==> config.mk <==
export PLATFORM = sky130hd
export DESIGN_NAME = parity_serial_tx_flat
export DESIGN_NICKNAME = d
export VERILOG_FILES = /design/src/rtl/parity_serial_tx_if.sv /design/src/rtl/parity_serial_tx.sv /design/src/flat_wrapper.sv
export SDC_FILE = /design/constraint.sdc
export NUM_CORES = 1
export LEC_CHECK = 0
export ABC_AREA = 1
export CELL_PAD_IN_SITES_DETAIL_PLACEMENT = 0
export CELL_PAD_IN_SITES_GLOBAL_PLACEMENT = 1
export CORE_MARGIN = 2
export CORE_UTILIZATION = 35
export CTS_BUF_LIST = sky130_fd_sc_hd__clkbuf_2 sky130_fd_sc_hd__clkbuf_4 sky130_fd_sc_hd__clkbuf_8
export CTS_CLUSTER_SIZE = 16
export DETAILED_ROUTE_END_ITERATION = 6
export PLACE_DENSITY_LB_ADDON = 0.1
export SLEW_MARGIN = 10
export SYNTH_ARGS = -nofsm -noshare
export SYNTH_HDL_FRONTEND = slang
export SYNTH_SLANG_ARGS = --single-unit
==> constraint.sdc <==
create_clock -name clk -period 2.15 [get_ports clk]
set_clock_uncertainty 0.15 [all_clocks]
set_input_delay 0.43 -clock clk [delete_from_list [all_inputs] [get_ports clk]]
set_output_delay 0.43 -clock clk [all_outputs]
set_load 0.02 [all_outputs]
==> src/rtl/parity_serial_tx_if.sv <==
// Handshake and serial-line bundle for parity_serial_tx; master drives words, slave transmits.
// TX_PARITY_EVEN_SEL_EN adds the par_even select signal.
interface parity_serial_tx_if #(
   parameter int DATA_W = 8
);
   logic [DATA_W-1:0] din;
   logic              din_valid;
   logic              din_ready;
   logic              tx_bit;
   logic              tx_active;
   logic              tx_done;
`ifdef TX_PARITY_EVEN_SEL_EN
   logic              par_even;

   modport master (
      output din, din_valid, par_even,
      input  din_ready, tx_bit, tx_active, tx_done
   );
   modport slave (
      input  din, din_valid, par_even,
      output din_ready, tx_bit, tx_active, tx_done
   );
`else
   modport master (
      output din, din_valid,
      input  din_ready, tx_bit, tx_active, tx_done
   );
   modport slave (
      input  din, din_valid,
      output din_ready, tx_bit, tx_active, tx_done
   );
`endif
endinterface

==> src/rtl/parity_serial_tx.sv <==
// LSB-first serial framer (start, data, parity, stop); start bit appears the cycle after the handshake.
// Accepts words only in IDLE (din_ready low while framing); TX_PARITY_EVEN_SEL_EN enables par_even.
module parity_serial_tx #(
   parameter int DATA_W       = 8,
   parameter int CLKS_PER_BIT = 1
) (
   input  logic              clk,
   input  logic              rst,
   parity_serial_tx_if.slave bus
);
   localparam int CNT_W = $clog2(CLKS_PER_BIT) + 1;
   localparam int IDX_W = $clog2(DATA_W) + 1;
   localparam logic [CNT_W-1:0] CNT_LAST = CNT_W'(CLKS_PER_BIT - 1);
   localparam logic [IDX_W-1:0] IDX_LAST = IDX_W'(DATA_W - 1);

   typedef enum logic [2:0] {
      S_IDLE,
      S_START,
      S_DATA,
      S_PARITY,
      S_STOP
   } state_t;

   state_t            r_state, w_state_nxt;
   logic [CNT_W-1:0]  r_cnt, w_cnt_nxt;
   logic [IDX_W-1:0]  r_idx, w_idx_nxt;
   logic [DATA_W-1:0] r_shift, w_shift_nxt;
   logic              r_par, w_par_nxt;
   logic              r_tx_bit, w_tx_bit_nxt;
   logic              r_done, w_done_nxt;
   logic              w_bit_end;
   logic              w_accept;
   logic              w_par_in;

   assign w_bit_end = (r_cnt == CNT_LAST);
   assign w_accept  = (r_state == S_IDLE) && bus.din_valid;

`ifdef TX_PARITY_EVEN_SEL_EN
   assign w_par_in = bus.par_even ? (^bus.din) : (~^bus.din);
`else
   assign w_par_in = ~^bus.din;
`endif

   always_comb begin
      w_state_nxt  = r_state;
      w_cnt_nxt    = w_bit_end ? '0 : r_cnt + 1'b1;
      w_idx_nxt    = r_idx;
      w_shift_nxt  = r_shift;
      w_par_nxt    = r_par;
      w_done_nxt   = 1'b0;
      w_tx_bit_nxt = 1'b1;

      case (r_state)
         S_IDLE: begin
            w_cnt_nxt = '0;
            if (w_accept) begin
               w_shift_nxt = bus.din;
               w_par_nxt   = w_par_in;
               w_state_nxt = S_START;
            end
         end
         S_START: begin
            if (w_bit_end) begin
               w_idx_nxt   = '0;
               w_state_nxt = S_DATA;
            end
         end
         S_DATA: begin
            if (w_bit_end) begin
               w_shift_nxt = r_shift >> 1;
               w_idx_nxt   = r_idx + 1'b1;
               if (r_idx == IDX_LAST) begin
                  w_state_nxt = S_PARITY;
               end
            end
         end
         S_PARITY: begin
            if (w_bit_end) begin
               w_state_nxt = S_STOP;
            end
         end
         S_STOP: begin
            if (w_bit_end) begin
               w_state_nxt = S_IDLE;
               w_done_nxt  = 1'b1;
            end
         end
         default: begin
            w_state_nxt = S_IDLE;
         end
      endcase

      // The line is registered, so drive it from what the next state will present.
      case (w_state_nxt)
         S_START:  w_tx_bit_nxt = 1'b0;
         S_DATA:   w_tx_bit_nxt = w_shift_nxt[0];
         S_PARITY: w_tx_bit_nxt = w_par_nxt;
         default:  w_tx_bit_nxt = 1'b1;
      endcase
   end

   always_ff @(posedge clk) begin
      if (rst) begin
         r_state  <= S_IDLE;
         r_cnt    <= '0;
         r_idx    <= '0;
         r_shift  <= '0;
         r_par    <= 1'b0;
         r_tx_bit <= 1'b1;
         r_done   <= 1'b0;
      end else begin
         r_state  <= w_state_nxt;
         r_cnt    <= w_cnt_nxt;
         r_idx    <= w_idx_nxt;
         r_shift  <= w_shift_nxt;
         r_par    <= w_par_nxt;
         r_tx_bit <= w_tx_bit_nxt;
         r_done   <= w_done_nxt;
      end
   end

   assign bus.din_ready = (r_state == S_IDLE);
   assign bus.tx_active = (r_state != S_IDLE);
   assign bus.tx_bit    = r_tx_bit;
   assign bus.tx_done   = r_done;
endmodule

==> src/flat_wrapper.sv <==
// flat-port wrapper written by rule: the top's interface ports become plain ports
module parity_serial_tx_flat 
#(
   parameter int DATA_W       = 8,
   parameter int CLKS_PER_BIT = 1
)
  (clk, rst, bus_din, bus_din_valid, bus_din_ready, bus_tx_bit, bus_tx_active, bus_tx_done);
  parity_serial_tx_if #(.DATA_W(DATA_W)) bus_i ();
  input  logic clk;
  input  logic rst;
  input wire logic [$bits(bus_i.din)-1:0] bus_din;
  input wire logic [$bits(bus_i.din_valid)-1:0] bus_din_valid;
  output wire logic [$bits(bus_i.din_ready)-1:0] bus_din_ready;
  output wire logic [$bits(bus_i.tx_bit)-1:0] bus_tx_bit;
  output wire logic [$bits(bus_i.tx_active)-1:0] bus_tx_active;
  output wire logic [$bits(bus_i.tx_done)-1:0] bus_tx_done;
  assign bus_i.din = bus_din;
  assign bus_i.din_valid = bus_din_valid;
  assign bus_din_ready = bus_i.din_ready;
  assign bus_tx_bit = bus_i.tx_bit;
  assign bus_tx_active = bus_i.tx_active;
  assign bus_tx_done = bus_i.tx_done;
  parity_serial_tx #(.DATA_W(DATA_W), .CLKS_PER_BIT(CLKS_PER_BIT)) u_core (.clk(clk), .rst(rst), .bus(bus_i));
endmodule
# After elaboration in Yosys (flattened, before gate mapping)
# Index checks and enable logic that the tools add are counted.
# totals
ff_bits	19
input_bits	11
output_inout_bits	4
elab_cells	50
# classes
addsub	2
n_eq_ne	11
mux	17
n_bitwise	2
reduce_logical	10
# op_table
op	count
2-to-1 mux 3 bit	6
2-to-1 mux 8 bit	2
one-hot mux 8 bit (2 select lines)	1
one-hot mux 3 bit (5 select lines)	1
equality test 3 x 2 -> 1 bit, second input constant	4
2-to-1 mux 4 bit	2
one-hot mux 4 bit (2 select lines)	1
XNOR reduction 8 bit	1
equality test 3 x 1 -> 1 bit, second input constant	2
AND reduction 3 bit	2
adder 4 x 1 -> 4 bit, second input constant	1
equality test 4 x 3 -> 1 bit, second input constant	1
!= test 2 bit, second input constant	2
nonzero test 2 bit	2
equality test 3 bit, second input constant	1
logical NOT 3 bit	1
2-to-1 mux 1 bit	3
one-hot mux 1 bit (3 select lines)	1
nonzero test 3 bit	1
OR reduction 3 bit	1
!= test 2 x 1 -> 1 bit, second input constant	1
NOT 1 bit	2
OR reduction 2 bit	1
adder 1 bit, second input constant	1
logical AND 1 bit	1

# Logic depth before layout (Yosys ltp)
# logic_depth
depth_word	6
depth_mapped	11

# Worst setup path after synthesis
# No wires, ideal clock.
# synth_timing
kind	reg2reg
from	reg u_core.r_state[2]
to	reg u_core.r_tx_bit, in the netlist u_core.bus.tx_bit
setup_ns	0.122
arrival_ns	1.228
t_required_ns	1.878
setup_slack_ns	0.651
path_stages_with_launch	10
period_less_slack_ns	1.499
path_cell_list	dfxtp_1 -> inv_1 -> nand2_2 -> inv_1 -> nand2_2 -> nand3_4 -> nand2_1 -> nand2_1 -> nand2_1 -> nand3_1
# synth_between
elab_chain_cells	6
# synth_rtl
element	line_no	source
start, declared	parity_serial_tx.sv:24	state_t r_state, w_state_nxt;
start signal, assigned	parity_serial_tx.sv:112	r_state <= w_state_nxt;
logical NOT 3 bit (*)	--	
net bus_din_ready	flat_wrapper.sv:13	output wire logic [$bits(bus_i.din_ready)-1:0] bus_din_ready;
logical AND 1 bit	parity_serial_tx.sv:36	assign w_accept = (r_state == S_IDLE) && bus.din_valid;
2-to-1 mux 3 bit	parity_serial_tx.sv:56	if (w_accept) begin
one-hot mux 3 bit (5 select lines)	parity_serial_tx.sv:53	case (r_state)
equality test 3 x 2 -> 1 bit / equality test 3 x 1 -> 1 bit (equally long branches)	parity_serial_tx.sv:94	case (w_state_nxt)
one-hot mux 1 bit (3 select lines) (*)	parity_serial_tx.sv:94	
end signal, assigned	parity_serial_tx.sv:117	r_tx_bit <= w_tx_bit_nxt;
end, declared	parity_serial_tx.sv:29	logic r_tx_bit, w_tx_bit_nxt;
# The timed path passes the listed nets; every way through them passes the cells marked *. The select of a mux whose other input is x is not followed.
# A chain may end at the register's enable or synchronous reset.

# Worst setup path in the final report
# layout_timing
from	reg u_core.r_state[0]
to	out bus_din_ready
# layout_between
elab_chain_cells	1
# layout_rtl
element	line_no	source
logical NOT 3 bit	parity_serial_tx.sv:122	assign bus.din_ready = (r_state == S_IDLE);
end, declared	flat_wrapper.sv:13	
# No other way between the ends.

==> impl_metrics.py <==
metrics = {
    "status": {
        "status": "completed",
    },
    "timing": {
        "slew_headroom_pct": 61.7,
        "setup_viol": 0,
        "rsz0062_at_grt": "false",
        "period_needed_ns": 1.95,
        "max_freq_mhz": 512,
        "setup_tns_ns": 0,
        "setup_slack_ns": 0.196,
        "finalMaxSlewViolations": 0,
        "timing_hold_violations_final": 0,
        "min_period_over_period_pct": 90.9,
        "worstMarginPinSlew_ns": 0.569,
    },
    "logic_synthesis": {
        "yosys.cell_types.count": 27,
        "avgSynthCellArea_sq_um": 6.46,
        "synth_area_leader_cell": "dfxtp_1",
        "synth_top_area_share_pct": 34.4,
        "seq_area_frac_synth_pct": 34.4,
        "synth_fp_nets": 183,
        "synthCells": 171,
        "synth_area_sq_mm": 0.00110,
        "synth_seq_cells": 19,
        "synth_area_leaders": "dfxtp_1, nand2_1, inv_1",
        "ys_warn_count": 0,
    },
    "die": {
        "floorplan.initialDensity_pct": 36.5,
        "die_h_um": 60.2,
        "core_region_area_sq_mm": 0.00303,
        "die-area_sq_mm": 0.00362,
        "rows": 20,
        "ios": 15,
        "die_x_um": 60.2,
    },
    "cts": {
        "cts_buffers": 3,
        "cts-root-buf": "clkbuf_4",
        "clkTransAtPathRegs_ns": 0.11,
        "clockBufferDepth": 2,
        "htree_num_levels": 1,
        "cts_sinks": 19,
        "clk_latency_ns": 0.30,
        "cts_tree": "yes",
        "postCtsHoldBufs": 0,
    },
    "power": {
        "irDropWorstVdd_v": 0.000178,
        "leakagePower_uw": 0.000613,
        "powerDensity_mw_per_mm2": 567,
    },
    "placed_design": {
        "dp_worst_setup_slack_ns": 0.274,
        "place_area_sq_mm": 0.00128,
        "hpwlAfterDp_um": 1750,
        "gp_congestion": 0.722,
        "port_buffers": 14,
    },
    "detailed_routing": {
        "drc": 0,
        "drt-total-wl_um": 2200,
        "drt_iter0_drc": 36,
        "ant_nets": 0,
        "vias": 1083,
        "first_pass_iters": 4,
        "vias_per_cell": 4.69,
        "wire_per_inst_um": 9.52,
    },
    "worst_hold_path": {
        "hold_class": "register to register",
    },
    "cells_and_area": {
        "fin_area_sq_mm": 0.00131,
        "antennaDiodeCount": 0,
        "nets": 200,
        "final_common_cell": "nand2_1",
        "area_delta_synth_final_pct": 18.6,
        "drive_above_1_share_pct": 10.7,
        "final_cell_mix": "nand2_1, inv_1, dfxtp_1, nor2_1",
    },
    "critical_path": {
        "crit_type": "register to output port",
        "arrival_ns": 1.37,
        "cp_max_fo": 6,
        "crit_required_ns": 1.57,
        "cp-end-kind": "output port",
        "cp-start-kind": "register",
    },
    "global_routing": {
        "grt_antenna_before_repair": 0,
        "grt_usage_pct": 14.1,
        "grt_max_degree": 14,
        "overflow": 0,
        "grt_pass1_wl_um": 3780,
        "grt_pass1_vias": 984,
    },
    "flow_run": {
        "cap_violations": 0,
    },
}
==> final timing paths <==
check                     from                 to  slack, ns  depth (start not counted)
min          u_core.r_shift[7]  u_core.r_shift[7]       0.33                          2
max          u_core.r_state[0]      bus_din_ready       0.20                          4
min reg2reg  u_core.r_shift[7]  u_core.r_shift[7]       0.33                          2
max reg2reg       u_core.r_cnt  u_core.bus.tx_bit       0.53                          6
==> cells by family after synthesis <==
family          share of synthesized area, %
fa+ha+maj                               1.13
simple gates                            42.4
compound gates                          11.9
other cells                            0.339
flops                                   34.4
buf+inv                                 9.85
==> synth_stat cells <==
master and count:
o21ai_2 1, nor3_1 1, ha_1 1, a211oi_1 1, nand2_2 4, nand2_1 58
buf_4 1, a21oi_2 1, a31oi_1 1, nor2_1 15, inv_1 21, conb_1 1
buf_6 1, o21ai_0 9, nor4_1 1, nand3_4 2, or2_1 1, inv_2 2
nand3_2 2, nor3b_2 1, nor2_2 1, nand4_1 1, a21oi_1 11, nor2_4 1
nand3_1 12, clkbuf_1 1, dfxtp_1 19
==> power by group <==
part	total (uW)	internal, uW	leakage (uW)	switching (uW)
Clock	180	69.4	0.0000177	111
Sequential	385	372	0.000156	12.8
Combinational	178	68.9	0.000439	109
==> through the flow <==
step | std cells | util (%) | hold slack [ns] | power (uW)
2_1_floorplan | 171 | - | 0.291 | 514
3_3_place_gp | 227 | 42.4 | 0.310 | 573
3_5_place_dp | 227 | 42.4 | 0.321 | 575
4_1_cts | 231 | 43.3 | 0.338 | 755
5_1_grt | 231 | 43.3 | 0.363 | 794
6_report | 231 | 43.3 | 0.334 | 743
==> state kept, by name (all words and copies together) (netlist names) <==
name	flops
u_core.bus.tx_bit	1
u_core.bus.tx_done	1
u_core.r_cnt	1
u_core.r_idx	4
u_core.r_par	1
u_core.r_shift	8
u_core.r_state	3
==> cell type report <==
| class | count | area, sq um |
|---|---|---|
| clock buffers | 3 | 22.5 |
| clock inverters | 1 | 5.00 |
| fillers | 309 | 1720 |
| inverters | 23 | 86.3 |
| multi-input cells | 126 | 616 |
| flip-flops and latches | 19 | 380 |
| well taps | 44 | 55.1 |
| repair buffers | 15 | 145 |
==> worst max-delay path, stage by stage, from the launching register on <==
cell           delay [ns]
dfxtp_1              0.38
nor2_2               0.20
nand2_2              0.08
inv_1                0.08
dlygate4sd2_1        0.33
==> metal layers <==
layer | track usage, % | up-vias | wire (um)
met1 | 15.2 | 489 | 947
met4 | 7.62 | 0 | 20
met5 | 0 | - | 0
li1 | - | 571 | -
met3 | 1.95 | 2 | 77
met2 | 26.1 | 21 | 1150
==> repair_timing <==
action / in CTS / in global routing
buffers inserted: 0 / 0
resized for setup: 2 / 0
endpoints found under the setup margin: 2 / 0
Power figures use the tool's default switching activity.
